File: src/rtl/imem_byte_loader.sv
// Boot-time program loader: assembles strobed pad bytes into little-endian 32-bit
// instruction words, writes them to instruction memory and holds the core in reset until released.
module imem_byte_loader #(
    parameter int unsigned ADDR_W = 6
) (
    input  logic              clk,
    input  logic              rst,
    input  logic [7:0]        byte_in,
    input  logic              byte_stb,
    input  logic              load_en,
    input  logic              start,
    output logic              mem_we,
    output logic [ADDR_W-1:0] mem_addr,
    output logic [31:0]       mem_wdata,
    output logic              core_rst,
    output logic [ADDR_W:0]   words_loaded,
    output logic              err_ovf,
    output logic              err_partial
);

    localparam int unsigned CNT_W = ADDR_W + 1;
    localparam logic [ADDR_W:0] WORDS_MAX = CNT_W'(1) << ADDR_W;

    typedef enum logic [1:0] {
        ST_IDLE = 2'd0,
        ST_LOAD = 2'd1,
        ST_RUN  = 2'd2
    } state_t;

    state_t      state;
    state_t      state_next;
    logic        stb_q;
    logic [1:0]  byte_cnt;
    logic [23:0] word_q;

    logic stb_rise_c;
    logic full_c;
    logic load_entry_c;
    logic load_exit_c;
    logic accept_c;

    assign stb_rise_c = byte_stb & ~stb_q;
    assign full_c     = (words_loaded == WORDS_MAX);

    // Next-state and per-cycle control; a strobe edge coinciding with load_en falling is dropped
    always_comb begin
        state_next   = state;
        load_entry_c = 1'b0;
        load_exit_c  = 1'b0;
        accept_c     = 1'b0;
        case (state)
            ST_IDLE: begin
                if (load_en) begin
                    state_next   = ST_LOAD;
                    load_entry_c = 1'b1;
                end else if (start) begin
                    state_next = ST_RUN;
                end
            end
            ST_LOAD: begin
                if (!load_en) begin
                    state_next  = ST_RUN;
                    load_exit_c = 1'b1;
                end else begin
                    accept_c = stb_rise_c;
                end
            end
            ST_RUN: begin
                if (load_en) begin
                    state_next   = ST_LOAD;
                    load_entry_c = 1'b1;
                end
            end
            default: state_next = ST_IDLE;
        endcase
    end

    always_ff @(posedge clk) begin
        if (rst) begin
            state <= ST_IDLE;
        end else begin
            state <= state_next;
        end
    end

    // Byte assembly, memory write port and status registers
    always_ff @(posedge clk) begin
        if (rst) begin
            stb_q        <= 1'b0;
            byte_cnt     <= 2'd0;
            word_q       <= 24'd0;
            mem_we       <= 1'b0;
            mem_addr     <= '0;
            mem_wdata    <= 32'd0;
            core_rst     <= 1'b1;
            words_loaded <= '0;
            err_ovf      <= 1'b0;
            err_partial  <= 1'b0;
        end else begin
            stb_q    <= byte_stb;
            mem_we   <= 1'b0;
            core_rst <= (state != ST_RUN);

            if (load_entry_c) begin
                byte_cnt     <= 2'd0;
                words_loaded <= '0;
                err_ovf      <= 1'b0;
                err_partial  <= 1'b0;
            end

            if (load_exit_c) begin
                byte_cnt <= 2'd0;
                if (byte_cnt != 2'd0) begin
                    err_partial <= 1'b1;
                end
            end

            if (accept_c) begin
                if (full_c) begin
                    err_ovf <= 1'b1;
                end else if (byte_cnt == 2'd3) begin
                    mem_we       <= 1'b1;
                    mem_addr     <= words_loaded[ADDR_W-1:0];
                    mem_wdata    <= {byte_in, word_q};
                    words_loaded <= words_loaded + CNT_W'(1);
                    byte_cnt     <= 2'd0;
                end else begin
                    case (byte_cnt)
                        2'd0:    word_q[7:0]   <= byte_in;
                        2'd1:    word_q[15:8]  <= byte_in;
                        default: word_q[23:16] <= byte_in;
                    endcase
                    byte_cnt <= byte_cnt + 2'd1;
                end
            end
        end
    end

endmodule
File: config.mk
export PLATFORM = sky130hd
export DESIGN_NAME = imem_byte_loader
export DESIGN_NICKNAME = d
export VERILOG_FILES = /design/src/rtl/imem_byte_loader.sv
export SDC_FILE = /design/constraint.sdc
export NUM_CORES = 1
export LEC_CHECK = 0
export BUFFER_PORTS_ARGS = -buffer_cell sky130_fd_sc_hd__buf_2
export CAP_MARGIN = 20
export CORE_ASPECT_RATIO = 1.5
export CORE_MARGIN = 5
export CORE_UTILIZATION = 32
export CTS_CLUSTER_SIZE = 12
export DETAILED_ROUTE_END_ITERATION = 8
export SYNTH_ARGS = -nofsm -noshare
export SYNTH_HDL_FRONTEND = slang
export SYNTH_SLANG_ARGS = --single-unit
File: constraint.sdc
create_clock -name clk -period 3.95 [get_ports clk]
set_clock_uncertainty 0.15 [all_clocks]
set_input_delay 0.395 -clock clk [delete_from_list [all_inputs] [get_ports clk]]
set_output_delay 0.395 -clock clk [all_outputs]
set_load 0.005 [all_outputs]
==> summary.md <==
| Metric | Value |
|---|---|
| Status | complete, no violations |
| Delay-heaviest family, CP | compound AO/OA/AOI/OAI gates |
| Syn Nets | between 300 and 400 |
| Most frequent cells in the layout | dfxtp_1 (78), a21oi_1 (69), nand3_1 (67) |
| Synthesized area | roughly 3200 um^2 |
| Remaining global-route overflow | 0 |
| Hold_buf cts | 0 |
| Initial Utilization | between 30% and 40% |
| ANT nets after route | 0 |
| Crit path time final | ~2.8 ns |
| Die H | roughly 130 um |
| GRT Total Usage | 14.0% |
| Port Buffers | 61 |
| Slew @ Worst Pin | 1.05 ns |
| Worst path bufs/invs | 1 |
| CP Launch Type | register |
| WL final | ~8.5 mm |
| Layout cells sized above 1 | 21.9% |
| Clock root buffer master | clkbuf_16 |
| Vias/cell | ~5.3 |
| RSZ-0062 raised after global routing | false |
| Worst slew margin | approximately 30% |
| Area occupied by registers | ~1600 um^2 |
| Crit-path cells | ha_1, clkinv_1, o2111ai_1, o21ai_0, a21oi_1 |
| Via count | 2,877 |
| Synth Register Bits | 78 |
| Endpoints failing hold | 0 |
| PwrDens | ~450 nW/um^2 |
| Peak supply drop | around 0.23 mV |
| IO Count | 62 |
| Multi-input gate area | ~1500 um^2 |
| Placed wire-length estimate | a little under 6 mm |
| Top_reg_cell synth | dfxtp_1 |
| Ys Warns | 0 |
| Commonest non-fill, non-tap cell in the layout | dfxtp_1 |
| First-pass GRT wire length | about 14 mm |
| Cell variety after synth | 42 |
| Pleak | about 0.0014 uW |
| Worst setup EP type | register |
| PostCTS Resize Cnt | 0 |
| Post-DP Area | 3540 um^2 |
| Reg clk slew, reported paths | approximately 0.060 ns |
| EDFF count, synth | 0 |
| Die width | between 90 and 100 um |
| Critical Path AT | about 3 ns |
| Final setup fails | 0 |
| Site Rows | 44 |
| Tot Pwr | 1750 uW |
| Slew Limit Fails | 0 |
| Die ar. | around 12,000 um^2 |
| Syn_area_per_cell | between 8 and 9 um^2 |
| Fmax | 0.357 GHz |
| Layout net count | approximately 440 |
| Global placement routability congestion | 0.803 |
| Slowest stage cell, crit path | ha_1 |
| Hold Slack | 0.144 ns |
| DRC viols | 0 |
| DR iter-0 viols | around 220 |
| Setup Buffers After CTS | 0 |
| TNS Setup | 0 ns |
| Area of the core | roughly 9700 um^2 |
| Diode count | 0 |
| Synthesis-to-finish area growth | 21.4% |
| Max Cap Viol | 0 |
| Post-Synthesis Cells | between 300 and 400 |
| CTS tree | yes |
| Post-synth ARST share | 0% |
| Initial antenna violation count | 0 |
| Filler Cell Count | 960 |
| Worst Path Class, Setup | reg2reg |
| Number of global-route vias before repair | between 2,000 and 3,000 |
| Final Cycle Share | between 70% and 80% |
| Hold Path Class | in2reg |
| WL/cell | 15.7 um |
| Crit Path Max Fanout | 19 |
| Cts bufs inserted | 9 |
| CP max stage delay | 0.67 ns |
| Design Area, Final | 3890 um^2 |
| Clock sinks | 78 |
| Critical Path RT | approximately 4.1 ns |
| Clock latency on the worst-skew pair | between 0.3 and 0.4 ns |
| Largest net degree at the start of global routing | 52 |
| Seq/Total Area, Yosys | 48.7% |
| Maximum clock path buffer count | 2 |
| CTS H-tree depth | 3 |
| Drt pass-1 iters | 6 |
[stage by stage]
stage	instances	utilization, %	setup slack [ns]
finish	540	39.9	1.15
global route	540	39.9	0.884
CTS	539	39.8	1.15
detailed placement	523	36.4	1.21
global placement	523	36.4	1.30
floorplan	375	-	1.99
[metal layers]
metal | GRT usage [%] | routed length (um) | part of all wire [%] | vias up
met4 | 5.45 | 115 | 1.4 | 0
met2 | 23.5 | 4270 | 50 | 65
met1 | 16.9 | 3620 | 43 | 1355
li1 | - | - | - | 1450
met3 | 3.92 | 459 | 5.4 | 7
met5 | 0 | 0 | 0 | -
[cell usage after synthesis, types with 3 or more instances]
master    instances  area [um^2]
dfxtp_1          78         1560
a21oi_1          69          345
nand3_1          67          335
o21ai_0          52          260
clkbuf_1         23         86.3
nand2_1          11         41.3
buf_2             6         30.0
ha_1              6         75.1
inv_1             6         22.5
nor2_1            5         18.8
and3_1            4         25.0
o21ai_1           4         20.0
a31oi_1           3         18.8
[kinds of logic after synthesis]
family,Yosys count,share of synthesized area [%]
buffers and inverters,40,5.43
adders and majority gates,6,2.34
and+or+nand+nor,110,18.8
muxes,2,0.703
AOI/OAI and AO/OA,139,24.0
DFF,78,48.8
[tightest hold or removal path, cell delays in order]
cell	delay (ns)
buf_2	0.08
o31ai_1	0.05
nor2_1	0.07
[final timing paths]
check | start | to | slack [ns] | cells after the start
hold reg to reg | word_q[16] | word_q[16] | 0.31 | 2
setup / recovery | byte_cnt[1] | word_q[4] | 1.15 | 5
hold / removal | start | state[1] | 0.14 | 3
setup reg to reg | byte_cnt[1] | word_q[4] | 1.15 | 5
[where the power goes]
| part | leakage, uW | internal (uW) | switching (uW) |
|---|---|---|---|
| sequential | 0.000629 | 790 | 3.24 |
| combinational | 0.000653 | 14.6 | 39.3 |
| clock | 0.000159 | 575 | 331 |
| total | 0.00144 | 1380 | 373 |
[sequential cells by signal, indices dropped and copies added, names as in the netlist]
| register | cells |
|---|---|
| byte_cnt | 2 |
| core_rst | 1 |
| err_ovf | 1 |
| err_partial | 1 |
| mem_addr | 6 |
| mem_wdata | 32 |
| mem_we | 1 |
| state | 2 |
| stb_q | 1 |
| word_q | 24 |
| words_loaded | 7 |
[layout make-up]
class,instances,share of cell area [%]
Clock inverter,6,2.41
Sequential cell,78,40.1
Clock buffer,10,6.14
Inverter,7,0.675
Multi-Input combinational cell,257,37.7
Tap cell,115,3.70
Timing Repair Buffer,67,9.20
Note: power is estimated with default switching activity, not from simulation.
